`src/rtl/mean_frame_ctrl_if.sv`:
```
// Bundles the pixel stream, the Mean-stage link and the status/result
// signals of mean_frame_ctrl. The controller connects through the slave
// modport; whatever drives it (upstream source, Mean model, AWB sink)
// uses the master modport.
interface mean_frame_ctrl_if;
  // frame control and status
  logic       start_i;
  logic       abort_i;
  logic [4:0] size_i;
  logic       busy_o;
  logic       done_o;
  logic       err_o;

  // planar pixel stream
  logic       pix_valid_i;
  logic       pix_ready_o;
  logic [7:0] pix_value_i;

  // link to the Mean stage
  logic       mean_rst_n_o;
  logic       mean_valid_o;
  logic [1:0] mean_color_o;
  logic [7:0] mean_value_o;
  logic       mean_last_o;
  logic [4:0] mean_size_o;
  logic       mean_finish_i;
  logic [7:0] r_mean_i;
  logic [7:0] g_mean_i;
  logic [7:0] b_mean_i;

  // captured means handed to AWB
  logic [7:0] r_o;
  logic [7:0] g_o;
  logic [7:0] b_o;

  modport slave (
    input  start_i, abort_i, size_i,
    input  pix_valid_i, pix_value_i,
    input  mean_finish_i, r_mean_i, g_mean_i, b_mean_i,
    output busy_o, done_o, err_o,
    output pix_ready_o,
    output mean_rst_n_o, mean_valid_o, mean_color_o, mean_value_o,
    output mean_last_o, mean_size_o,
    output r_o, g_o, b_o
  );

  modport master (
    output start_i, abort_i, size_i,
    output pix_valid_i, pix_value_i,
    output mean_finish_i, r_mean_i, g_mean_i, b_mean_i,
    input  busy_o, done_o, err_o,
    input  pix_ready_o,
    input  mean_rst_n_o, mean_valid_o, mean_color_o, mean_value_o,
    input  mean_last_o, mean_size_o,
    input  r_o, g_o, b_o
  );
endinterface

```
`src/rtl/mean_frame_ctrl.sv`:
```
// Frame sequencer for the per-colour Mean stage.
// Accepts an R/G/B planar pixel stream, tags each pixel with its colour and
// plane-last flag, flushes Mean between frames through a local reset and
// captures the three means on Mean's finish pulse.
// Optional feature: define MEAN_CTRL_TIMEOUT_EN to add a DRAIN watchdog
// that gives up after TIMEOUT_CYC cycles without a finish pulse.
module mean_frame_ctrl #(
  parameter int SIZE_MAX    = 20,
  parameter int CLR_CYC     = 2,
  parameter int TIMEOUT_CYC = 64
) (
  input  logic             clk,
  input  logic             rst_n,
  mean_frame_ctrl_if.slave bus
);

  // One shared cycle counter times both the CLEAR dwell and the DRAIN
  // watchdog; it is at least 8 bits wide so the watchdog limit always fits.
  localparam int CNT_SPAN  = (CLR_CYC > TIMEOUT_CYC) ? CLR_CYC + 1 : TIMEOUT_CYC + 1;
  localparam int CNT_W_RAW = $clog2(CNT_SPAN);
  localparam int CNT_W     = (CNT_W_RAW < 8) ? 8 : CNT_W_RAW;

  localparam logic [1:0] PLANE_R = 2'd0;
  localparam logic [1:0] PLANE_B = 2'd2;

  typedef enum logic [2:0] {
    IDLE,
    CLEAR,
    STREAM,
    DRAIN,
    DONE
  } state_t;

  state_t           state;
  state_t           next_state;

  logic [4:0]       size_q;
  logic [1:0]       plane_q;
  logic [20:0]      count_q;
  logic [CNT_W-1:0] cyc_cnt_q;
  logic             abort_pend_q;

  logic             mean_rst_n_q;
  logic             mean_valid_q;
  logic [1:0]       mean_color_q;
  logic [7:0]       mean_value_q;
  logic             mean_last_q;
  logic [7:0]       r_q;
  logic [7:0]       g_q;
  logic [7:0]       b_q;
  logic             err_q;

  logic             pix_ready;
  logic             busy;
  logic             done;

  logic             start_ok;
  logic             start_bad;
  logic             abort_hit;
  logic             xfer;
  logic             plane_last;
  logic             clr_done;
  logic             finish_hit;
  logic             timeout_hit;
  logic             cnt_run;

  // Event decode shared by the FSM and the datapath registers.
  always_comb begin
    start_ok   = (state == IDLE) && bus.start_i && (bus.size_i <= 5'(SIZE_MAX));
    start_bad  = (state == IDLE) && bus.start_i && (bus.size_i >  5'(SIZE_MAX));
    abort_hit  = bus.abort_i &&
                 ((state == CLEAR) || (state == STREAM) || (state == DRAIN));
    xfer       = bus.pix_valid_i && pix_ready;
    plane_last = (count_q == ((21'd1 << size_q) - 21'd1));
    clr_done   = (state == CLEAR) && (cyc_cnt_q == CNT_W'(CLR_CYC - 1));
    finish_hit = (state == DRAIN) && bus.mean_finish_i && !bus.abort_i;
`ifdef MEAN_CTRL_TIMEOUT_EN
    timeout_hit = (state == DRAIN) && !bus.mean_finish_i && !bus.abort_i &&
                  (cyc_cnt_q == CNT_W'(TIMEOUT_CYC - 1));
    cnt_run     = (state == CLEAR) || (state == DRAIN);
`else
    timeout_hit = 1'b0;
    cnt_run     = (state == CLEAR);
`endif
  end

  // State register.
  always_ff @(posedge clk or negedge rst_n) begin
    if (!rst_n) begin
      state <= IDLE;
    end else begin
      state <= next_state;
    end
  end

  // Next-state logic; abort always routes through CLEAR so Mean is flushed.
  always_comb begin
    next_state = state;
    case (state)
      IDLE: begin
        if (start_ok) begin
          next_state = CLEAR;
        end
      end
      CLEAR: begin
        if (abort_hit) begin
          next_state = CLEAR;
        end else if (clr_done) begin
          next_state = abort_pend_q ? IDLE : STREAM;
        end
      end
      STREAM: begin
        if (abort_hit) begin
          next_state = CLEAR;
        end else if (xfer && plane_last && (plane_q == PLANE_B)) begin
          next_state = DRAIN;
        end
      end
      DRAIN: begin
        if (abort_hit) begin
          next_state = CLEAR;
        end else if (finish_hit) begin
          next_state = DONE;
        end else if (timeout_hit) begin
          next_state = CLEAR;
        end
      end
      DONE: begin
        next_state = IDLE;
      end
      default: begin
        next_state = IDLE;
      end
    endcase
  end

  // Moore-style outputs; ready also drops combinationally on an abort.
  always_comb begin
    pix_ready = (state == STREAM) && !bus.abort_i;
    busy      = (state != IDLE);
    done      = (state == DONE);
  end

  // Shared cycle counter, restarted on every state change or abort.
  always_ff @(posedge clk or negedge rst_n) begin
    if (!rst_n) begin
      cyc_cnt_q <= '0;
    end else if ((next_state != state) || abort_hit) begin
      cyc_cnt_q <= '0;
    end else if (cnt_run) begin
      cyc_cnt_q <= cyc_cnt_q + CNT_W'(1);
    end
  end

  // Remembers that the current CLEAR pass ends in IDLE rather than STREAM.
  always_ff @(posedge clk or negedge rst_n) begin
    if (!rst_n) begin
      abort_pend_q <= 1'b0;
    end else if (start_ok) begin
      abort_pend_q <= 1'b0;
    end else if (abort_hit || timeout_hit) begin
      abort_pend_q <= 1'b1;
    end else if (clr_done) begin
      abort_pend_q <= 1'b0;
    end
  end

  // Frame size latched on an accepted start and forwarded to Mean.
  always_ff @(posedge clk or negedge rst_n) begin
    if (!rst_n) begin
      size_q <= '0;
    end else if (start_ok) begin
      size_q <= bus.size_i;
    end
  end

  // Plane and pixel-in-plane tracking; rewound while Mean is being cleared.
  always_ff @(posedge clk or negedge rst_n) begin
    if (!rst_n) begin
      plane_q <= PLANE_R;
      count_q <= '0;
    end else if (state == CLEAR) begin
      plane_q <= PLANE_R;
      count_q <= '0;
    end else if (xfer) begin
      if (plane_last) begin
        count_q <= '0;
        plane_q <= (plane_q == PLANE_B) ? PLANE_R : plane_q + 2'd1;
      end else begin
        count_q <= count_q + 21'd1;
      end
    end
  end

  // Mean's local reset is low for exactly the cycles spent in CLEAR.
  always_ff @(posedge clk or negedge rst_n) begin
    if (!rst_n) begin
      mean_rst_n_q <= 1'b0;
    end else begin
      mean_rst_n_q <= (next_state != CLEAR);
    end
  end

  // Each accepted pixel is forwarded to Mean one cycle later with its tags.
  always_ff @(posedge clk or negedge rst_n) begin
    if (!rst_n) begin
      mean_valid_q <= 1'b0;
      mean_color_q <= '0;
      mean_value_q <= '0;
      mean_last_q  <= 1'b0;
    end else begin
      mean_valid_q <= xfer;
      mean_last_q  <= xfer && plane_last;
      if (xfer) begin
        mean_color_q <= plane_q;
        mean_value_q <= bus.pix_value_i;
      end
    end
  end

  // Means are captured only on a finish pulse that arrives in DRAIN.
  always_ff @(posedge clk or negedge rst_n) begin
    if (!rst_n) begin
      r_q <= '0;
      g_q <= '0;
      b_q <= '0;
    end else if (finish_hit) begin
      r_q <= bus.r_mean_i;
      g_q <= bus.g_mean_i;
      b_q <= bus.b_mean_i;
    end
  end

  // Error pulse for a rejected start or an expired DRAIN watchdog.
  always_ff @(posedge clk or negedge rst_n) begin
    if (!rst_n) begin
      err_q <= 1'b0;
    end else begin
      err_q <= start_bad || timeout_hit;
    end
  end

  assign bus.pix_ready_o  = pix_ready;
  assign bus.busy_o       = busy;
  assign bus.done_o       = done;
  assign bus.err_o        = err_q;
  assign bus.mean_rst_n_o = mean_rst_n_q;
  assign bus.mean_valid_o = mean_valid_q;
  assign bus.mean_color_o = mean_color_q;
  assign bus.mean_value_o = mean_value_q;
  assign bus.mean_last_o  = mean_last_q;
  assign bus.mean_size_o  = size_q;
  assign bus.r_o          = r_q;
  assign bus.g_o          = g_q;
  assign bus.b_o          = b_q;

endmodule

```
`src/flat_wrapper.sv`:
```
// flat-port wrapper written by rule: the top's interface ports become plain ports
module mean_frame_ctrl_flat 
#(
  parameter int SIZE_MAX    = 20,
  parameter int CLR_CYC     = 2,
  parameter int TIMEOUT_CYC = 64
)
  (clk, rst_n, bus_start_i, bus_abort_i, bus_size_i, bus_pix_valid_i, bus_pix_value_i, bus_mean_finish_i, bus_r_mean_i, bus_g_mean_i, bus_b_mean_i, bus_busy_o, bus_done_o, bus_err_o, bus_pix_ready_o, bus_mean_rst_n_o, bus_mean_valid_o, bus_mean_color_o, bus_mean_value_o, bus_mean_last_o, bus_mean_size_o, bus_r_o, bus_g_o, bus_b_o);
  mean_frame_ctrl_if bus_i ();
  input  logic clk;
  input  logic rst_n;
  input wire logic [$bits(bus_i.start_i)-1:0] bus_start_i;
  input wire logic [$bits(bus_i.abort_i)-1:0] bus_abort_i;
  input wire logic [$bits(bus_i.size_i)-1:0] bus_size_i;
  input wire logic [$bits(bus_i.pix_valid_i)-1:0] bus_pix_valid_i;
  input wire logic [$bits(bus_i.pix_value_i)-1:0] bus_pix_value_i;
  input wire logic [$bits(bus_i.mean_finish_i)-1:0] bus_mean_finish_i;
  input wire logic [$bits(bus_i.r_mean_i)-1:0] bus_r_mean_i;
  input wire logic [$bits(bus_i.g_mean_i)-1:0] bus_g_mean_i;
  input wire logic [$bits(bus_i.b_mean_i)-1:0] bus_b_mean_i;
  output wire logic [$bits(bus_i.busy_o)-1:0] bus_busy_o;
  output wire logic [$bits(bus_i.done_o)-1:0] bus_done_o;
  output wire logic [$bits(bus_i.err_o)-1:0] bus_err_o;
  output wire logic [$bits(bus_i.pix_ready_o)-1:0] bus_pix_ready_o;
  output wire logic [$bits(bus_i.mean_rst_n_o)-1:0] bus_mean_rst_n_o;
  output wire logic [$bits(bus_i.mean_valid_o)-1:0] bus_mean_valid_o;
  output wire logic [$bits(bus_i.mean_color_o)-1:0] bus_mean_color_o;
  output wire logic [$bits(bus_i.mean_value_o)-1:0] bus_mean_value_o;
  output wire logic [$bits(bus_i.mean_last_o)-1:0] bus_mean_last_o;
  output wire logic [$bits(bus_i.mean_size_o)-1:0] bus_mean_size_o;
  output wire logic [$bits(bus_i.r_o)-1:0] bus_r_o;
  output wire logic [$bits(bus_i.g_o)-1:0] bus_g_o;
  output wire logic [$bits(bus_i.b_o)-1:0] bus_b_o;
  assign bus_i.start_i = bus_start_i;
  assign bus_i.abort_i = bus_abort_i;
  assign bus_i.size_i = bus_size_i;
  assign bus_i.pix_valid_i = bus_pix_valid_i;
  assign bus_i.pix_value_i = bus_pix_value_i;
  assign bus_i.mean_finish_i = bus_mean_finish_i;
  assign bus_i.r_mean_i = bus_r_mean_i;
  assign bus_i.g_mean_i = bus_g_mean_i;
  assign bus_i.b_mean_i = bus_b_mean_i;
  assign bus_busy_o = bus_i.busy_o;
  assign bus_done_o = bus_i.done_o;
  assign bus_err_o = bus_i.err_o;
  assign bus_pix_ready_o = bus_i.pix_ready_o;
  assign bus_mean_rst_n_o = bus_i.mean_rst_n_o;
  assign bus_mean_valid_o = bus_i.mean_valid_o;
  assign bus_mean_color_o = bus_i.mean_color_o;
  assign bus_mean_value_o = bus_i.mean_value_o;
  assign bus_mean_last_o = bus_i.mean_last_o;
  assign bus_mean_size_o = bus_i.mean_size_o;
  assign bus_r_o = bus_i.r_o;
  assign bus_g_o = bus_i.g_o;
  assign bus_b_o = bus_i.b_o;
  mean_frame_ctrl #(.SIZE_MAX(SIZE_MAX), .CLR_CYC(CLR_CYC), .TIMEOUT_CYC(TIMEOUT_CYC)) u_core (.clk(clk), .rst_n(rst_n), .bus(bus_i));
endmodule
```
`config.mk`:
```
export PLATFORM = sky130hd
export DESIGN_NAME = mean_frame_ctrl_flat
export DESIGN_NICKNAME = d
export VERILOG_FILES = /design/src/rtl/mean_frame_ctrl_if.sv /design/src/rtl/mean_frame_ctrl.sv /design/src/flat_wrapper.sv
export SDC_FILE = /design/constraint.sdc
export NUM_CORES = 1
export LEC_CHECK = 0
export ABC_AREA = 1
export CAP_MARGIN = 25
export CELL_PAD_IN_SITES_DETAIL_PLACEMENT = 1
export CELL_PAD_IN_SITES_GLOBAL_PLACEMENT = 1
export CORE_AREA = 2 2 125 103
export DETAILED_ROUTE_END_ITERATION = 10
export DIE_AREA = 0 0 127 105
export GPL_ROUTABILITY_DRIVEN = 0
export PLACE_DENSITY_LB_ADDON = 0.1
export REMOVE_ABC_BUFFERS = 1
export SLEW_MARGIN = 40
export SYNTH_ARGS = -nofsm -noshare
export SYNTH_HDL_FRONTEND = slang
export SYNTH_SLANG_ARGS = --single-unit
export TNS_END_PERCENT = 50
```
`constraint.sdc`:
```
create_clock -name clk -period 3.1 [get_ports clk]
set_input_delay 0.62 -clock clk [delete_from_list [all_inputs] [get_ports clk]]
set_output_delay 0.62 -clock clk [all_outputs]
set_load 0.05 [all_outputs]
```
==> results.json, run 1 <==
{
  "synth_edf_count": 0,
  "cts_tree": "yes",
  "drc_errors": 0,
  "ys.flop_type": "dfrtp_1",
  "yosys_warnings": 0,
  "dieArea_um2": 13340,
  "ant_nets": 0,
  "firstDrtPassIters": 4,
  "cts_root_buf": "clkbuf_16",
  "syn_area_per_cell_um2": 7.358,
  "area_delta_synth_final_pct": 31.15,
  "tightest_slew_ns": 0.7216,
  "report.final.slew_viol_count": 0,
  "tns_ns": 0,
  "postCtsHoldBufs": 0,
  "grt_use_total": 0.2163,
  "io_buffer_count": 88,
  "start_util": 0.3648,
  "finClkSkew_ns": 0.004256,
  "endpoint_kind": "flop",
  "post-route-period-util": 0.8927,
  "clockBufferDepth": 2,
  "finalSetupViolations": 0,
  "crit_type": "flop to flop",
  "cp-endpoint": "u_core.cyc_cnt_q[4]",
  "rows": 36,
  "critPathLaunchType": "flop",
  "rsz0062_at_grt": "no",
  "dr_total_vias": 4189,
  "reg2regPathDepth": 18,
  "synth_cell_types": 34,
  "initialDrtViolationCount": 159,
  "dp.final_hpwl_um": 10380,
  "ir_drop_mv": 0.6726,
  "drive_gt1_frac": 0.07648,
  "p_leak_nw": 2.777,
  "drt-total-wl_um": 13650,
  "r2r-end": "u_core.cyc_cnt_q[4]",
  "worstHoldPathType": "input pin to asynchronous set/reset pin",
  "antenna_found_initial": 0,
  "grt_pass1_wl_um": 23000,
  "period_minus_slack_ns": 2.767,
  "syn-cell-area_um2": 4370,
  "cts_made_buffers": 9,
  "wl_per_cell_um": 16.15,
  "finalHoldViolCount": 0,
  "synthCells": 594,
  "rrSetupSlack_ns": 0.33,
  "fin_nets": 736,
  "cp_max_fo": 8,
  "synth-seq-cells": 78,
  "postCtsSetupRepairBufs": 0,
  "power_density_nw_per_um2": 966.7,
  "status": "complete, no violations",
  "grt_max_degree": 79,
  "clkSinkCount": 78,
  "r2r_start": "u_core.bus.mean_size_o[0]",
  "fp.coreArea_um2": 11980,
  "cts_resized": 0,
  "critPathRequiredTime_ns": 3.33,
  "fmax_mhz": 361.4,
  "startpoint": "u_core.bus.mean_size_o[0]",
  "maxCapViolations": 0,
  "arrival_ns": 2.99,
  "postSynth.asyncResetShare": 1.000,
  "grt_pass1_vias": 4537,
  "yosysSeqAreaShare": 0.4466,
  "dieWidth_um": 127,
  "path_clk_slew_ns": 0.06,
  "viasPerCell": 4.957,
  "clk_latency_ns": 0.34,
  "io_pins": 89,
  "slew_headroom": 0.5189,
  "finalHoldWorstSlack_ns": 0.3110,
  "die_y_um": 105,
  "htreeDepth": 3,
  "diodes": 0,
  "overflow": 0
}
## metal layers
layer	GRT usage	wire, um	vias to the layer above
met5	0	0	-
met3	0.07373	1047	15
met2	0.3502	6208	107
li1	-	-	2054
met1	0.2773	6191	2013
met4	0.05573	201	0
## worst max-delay path: stages (launching register included)
cell,delay (ns)
dfrtp_2,0.47
nand3_1,0.16
inv_1,0.07
nand2_1,0.06
ha_1,0.24
nand2_1,0.19
nor2_2,0.16
o21ai_1,0.10
and2_1,0.15
nor2_1,0.09
nand2_1,0.08
nor2_2,0.14
nand4_1,0.16
nand2_1,0.11
nand2_1,0.07
nand2_1,0.10
nand2_1,0.08
nand3_2,0.15
nor2_1,0.06
## where the power goes
| group | internal, W | leakage, nW | switching [W] |
|---|---|---|---|
| Sequential | 0.00129 | 1.04 | 0.000189 |
| Combinational | 0.000942 | 1.60 | 0.00214 |
| Clock | 0.000561 | 0.135 | 0.000425 |
## kinds of logic (layout without fill, tap and decap cells)
group,count (synthesis),after routing,share of synthesized area
buffers and inverters,85,184,0.07529
and+or+nand+nor,360,360,0.3613
AOI/OAI and AO/OA,41,41,0.05010
adders and majority gates,4,4,0.01145
DFF,78,78,0.4466
xor gates and xnor gates,26,26,0.05525
## state kept, by name, indices dropped and copies added, names as in the netlist, 3 cells and up
register	flops
u_core.bus.b_o	8
u_core.bus.g_o	8
u_core.bus.mean_size_o	5
u_core.bus.mean_value_o	8
u_core.bus.r_o	8
u_core.count_q	21
u_core.cyc_cnt_q	8
u_core.state	3
## through the flow
step | std cells | setup WS, ns | utilization | total power [W] | area [um2]
floorplan | 581 | 0.1185 | - | 0.003448 | 4312
global placement | 830 | 0.3479 | 0.4545 | 0.004477 | 5445
detailed placement | 830 | 0.2550 | 0.4548 | 0.004545 | 5449
CTS | 845 | 0.2682 | 0.4777 | 0.005574 | 5723
global route | 845 | 0.0002229 | 0.4784 | 0.005902 | 5732
finish | 845 | 0.3328 | 0.4784 | 0.005541 | 5732
## layout make-up
type / instances / area, um2
multi-input cells: 431 / 2097
fillers: 1492 / 6250
repair buffers: 97 / 947.2
flip-flops and latches: 78 / 1953
clock inverters: 5 / 35.03
well taps: 152 / 190.2
clock buffers: 10 / 239.0
inverters: 72 / 270.3
## cells in the mapped netlist, types with 2 or more instances
| master | n | area (um2) |
|---|---|---|
| nor2_4 | 5 | 56.30 |
| o21ai_1 | 3 | 15.01 |
| nor4_1 | 3 | 18.77 |
| nor3_2 | 4 | 40.04 |
| nand4_1 | 11 | 68.82 |
| a31oi_1 | 2 | 12.51 |
| nor3_1 | 10 | 50.05 |
| nor2_2 | 3 | 18.77 |
| a211oi_1 | 2 | 15.01 |
| nand3_1 | 43 | 215.2 |
| xnor2_1 | 5 | 43.79 |
| nor2_1 | 66 | 247.7 |
| inv_2 | 6 | 22.52 |
| xor2_1 | 20 | 175.2 |
| a21oi_1 | 9 | 45.04 |
| nand3_2 | 2 | 20.02 |
| ha_1 | 4 | 50.05 |
| buf_2 | 5 | 25.02 |
| inv_1 | 66 | 247.7 |
| nand2_1 | 206 | 773.2 |
| nor3_4 | 2 | 32.53 |
| dfrtp_1 | 78 | 1952 |
| o21ai_0 | 22 | 110.1 |
| clkbuf_1 | 7 | 26.28 |
## placed cells by master, fill, tap and decap left out, types with 4 or more instances in the layout
| master | Yosys | final |
|---|---|---|
| inv_2 | 6 | 6 |
| clkbuf_16 | 0 | 9 |
| clkdlybuf4s50_1 | 0 | 86 |
| nand3_1 | 43 | 43 |
| ha_1 | 4 | 4 |
| inv_1 | 66 | 66 |
| nor3_1 | 10 | 10 |
| xor2_1 | 20 | 20 |
| a21oi_1 | 9 | 9 |
| o21ai_0 | 22 | 22 |
| nand4_1 | 11 | 11 |
| dfrtp_1 | 78 | 77 |
| xnor2_1 | 5 | 5 |
| buf_4 | 1 | 10 |
| nand2_1 | 206 | 206 |
| nor3_2 | 4 | 4 |
| nor2_4 | 5 | 6 |
| nor2_1 | 66 | 65 |
## how the worst min path moves through the flow
stage | cells past startpoint | from | slack [ns] | endpoint
2_1_floorplan | 0 | rst_n | 0.32 | u_core.abort_pend_q
3_3_place_gp | 2 | u_core.bus.g_o[1] | 0.45 | u_core.bus.g_o[1]
3_5_place_dp | 2 | u_core.bus.g_o[5] | 0.46 | u_core.bus.g_o[5]
4_1_cts | 1 | rst_n | 0.34 | u_core.bus.b_o[2]
5_1_grt | 1 | rst_n | 0.35 | u_core.bus.b_o[3]
6_report | 1 | rst_n | 0.31 | u_core.bus.b_o[3]
Note: power is estimated with default switching activity, not from simulation.
==> inputs of run 2 (changes only) <==
--- a/config.mk
+++ b/config.mk
@@ -10,6 +10,7 @@
 export CELL_PAD_IN_SITES_DETAIL_PLACEMENT = 1
 export CELL_PAD_IN_SITES_GLOBAL_PLACEMENT = 1
 export CORE_AREA = 2 2 125 103
+export CTS_CLUSTER_SIZE = 14
 export DETAILED_ROUTE_END_ITERATION = 10
 export DIE_AREA = 0 0 127 105
 export GPL_ROUTABILITY_DRIVEN = 0
==> results of run 2 <==
The final DEF is identical to that of run 1; final timing and power are the same.
==> inputs of run 3 (changes only) <==
--- a/config.mk
+++ b/config.mk
@@ -7,12 +7,10 @@
 export LEC_CHECK = 0
 export ABC_AREA = 1
 export CAP_MARGIN = 25
-export CELL_PAD_IN_SITES_DETAIL_PLACEMENT = 1
-export CELL_PAD_IN_SITES_GLOBAL_PLACEMENT = 1
-export CORE_AREA = 2 2 125 103
+export CORE_AREA = 2 2 106 87
 export CTS_CLUSTER_SIZE = 14
 export DETAILED_ROUTE_END_ITERATION = 10
-export DIE_AREA = 0 0 127 105
+export DIE_AREA = 0 0 108 89
 export GPL_ROUTABILITY_DRIVEN = 0
 export PLACE_DENSITY_LB_ADDON = 0.1
 export REMOVE_ABC_BUFFERS = 1
==> results.json, run 3 (synthesized netlist as in run 1, its figures left out) <==
{
  "status": "complete, no violations",
  "wl_per_cell_um": 14.15,
  "fill_cells": 694,
  "largest_reg_flops": 21,
  "grt_pass1_vias": 4078,
  "power_density_nw_per_um2": 963.9,
  "grt_pass1_wl_um": 18970,
  "initialDrtViolationCount": 232,
  "rsz0062_at_grt": "no",
  "rows": 30,
  "maxCapViolations": 0,
  "postCtsSetupRepairBufs": 0,
  "largest_register": "u_core.count_q",
  "cts_root_buf": "clkbuf_8",
  "final_common_cell": "nand2_1",
  "finalSetupViolations": 0,
  "r2r-end": "u_core.cyc_cnt_q[7]",
  "diodes": 0,
  "critPathRequiredTime_ns": 3.35,
  "tns_ns": 0,
  "grt_max_degree": 79,
  "start_util": 0.5175,
  "dieArea_um2": 9612,
  "io_pins": 89,
  "drt-total-wl_um": 11390,
  "htreeDepth": 3,
  "cpMostUsedCell": "nand2_1",
  "fp.coreArea_um2": 8446,
  "critPathLaunchType": "flop",
  "worstHoldPathType": "input pin to asynchronous set/reset pin",
  "cp_max_fo": 10,
  "ant_nets": 0,
  "rrSetupSlack_ns": 0.22,
  "finClkSkew_ns": 0.009095,
  "grt_use_total": 0.2531,
  "die_y_um": 89,
  "cts_tree": "yes",
  "dieWidth_um": 108,
  "area_delta_synth_final_pct": 29.26,
  "final_cell_mix": "nand2_1 (206), clkdlybuf4s50_1 (86), dfrtp_1 (78)",
  "period_minus_slack_ns": 2.878,
  "cp_cell_sequence": "nor2_4 > nand3_1 > ha_1 > xor2_1 > xor2_1 > nand3_1 > nor2_1 > nand2_1 > nor2_2 > nand4_1 > nand2_1 > nand2_1 > nand2_1 > nand2_1 > nand3_2 > nor2_1",
  "path_clk_slew_ns": 0.08,
  "finalHoldViolCount": 0,
  "reg2regPathDepth": 16,
  "cts_made_buffers": 9,
  "slew_headroom": 0.5409,
  "overflow": 0,
  "viasPerCell": 5.139,
  "crit_cells": 16,
  "dp.final_hpwl_um": 8436,
  "endpoint_kind": "flop",
  "p_leak_nw": 2.760,
  "antenna_found_initial": 0,
  "firstDrtPassIters": 5,
  "crit_buf_inv": 0,
  "critPathMaxStageDelay_ns": 0.50,
  "clkSinkCount": 78,
  "dr_total_vias": 4137,
  "fmax_mhz": 347.5,
  "crit_family": "simple AND/OR/NAND/NOR gates",
  "post-route-period-util": 0.9283,
  "final_util": 0.6689,
  "drc_errors": 0,
  "tightest_slew_ns": 0.6886,
  "crit_type": "flop to flop",
  "clockBufferDepth": 2,
  "arrival_ns": 3.13,
  "critPathSlowestCell": "dfrtp_1",
  "report.final.slew_viol_count": 0,
  "ir_drop_mv": 0.6841,
  "drive_gt1_frac": 0.07648,
  "clk_latency_ns": 0.36,
  "io_buffer_count": 88,
  "r2r_start": "u_core.bus.mean_size_o[1]",
  "fin_nets": 735
}
run 3: cell type report:
class / count / area, um2 / area share
Multi-Input combinational cell: 431 / 2095 / 0.3708
Sequential cell: 78 / 1952 / 0.3455
Timing Repair Buffer: 96 / 939.7 / 0.1663
Inverter: 72 / 270.3 / 0.04784
Tap cell: 112 / 140.1 / 0.02481
Clock buffer: 10 / 137.6 / 0.02436
Clock inverter: 6 / 115.1 / 0.02038
run 3: layer usage:
metal / GRT usage / vias to the layer above / wire length (um)
li1: - / 2044 / -
met1: 0.3284 / 1877 / 4915
met2: 0.3877 / 180 / 4864
met3: 0.08892 / 36 / 1260
met4: 0.1107 / 0 / 349
met5: 0 / - / 0
run 3: worst max path at each step:
stage	end	startpoint	slack, ns
after floorplan	u_core.plane_q[0]	u_core.bus.mean_size_o[2]	0.12
after global placement	u_core.cyc_cnt_q[7]	u_core.bus.mean_size_o[3]	0.39
after detailed placement	u_core.cyc_cnt_q[7]	u_core.bus.mean_size_o[3]	0.26
after CTS	u_core.cyc_cnt_q[7]	u_core.bus.mean_size_o[3]	0.25
after global routing	u_core.cyc_cnt_q[7]	u_core.bus.mean_size_o[1]	0.003
final	u_core.cyc_cnt_q[7]	u_core.bus.mean_size_o[1]	0.22
run 3: power breakdown:
part | internal [W] | total [W] | switching [W]
clock network | 0.000563 | 0.000966 | 0.000403
registers | 0.00128 | 0.00150 | 0.000214
logic | 0.000927 | 0.00298 | 0.00206
total | 0.00277 | 0.00545 | 0.00267
run 3: what timing repair did:
action                                  CTS  global route
hold buffers                              0             0
endpoints found under the setup margin    0            27
resized for setup                         0             3
run 3: per-stage QoR:
stage / total power, W / instances / instance area [um2] / setup WS [ns] / hold WS [ns]
2_1_floorplan: 0.003448 / 581 / 4312 / 0.1185 / 0.3244
3_3_place_gp: 0.004399 / 789 / 5388 / 0.3928 / 0.4539
3_5_place_dp: 0.004434 / 789 / 5391 / 0.2560 / 0.4597
4_1_cts: 0.005423 / 805 / 5644 / 0.2455 / 0.3014
5_1_grt: 0.005760 / 805 / 5649 / 0.003479 / 0.3352
6_report: 0.005445 / 805 / 5649 / 0.2223 / 0.2779
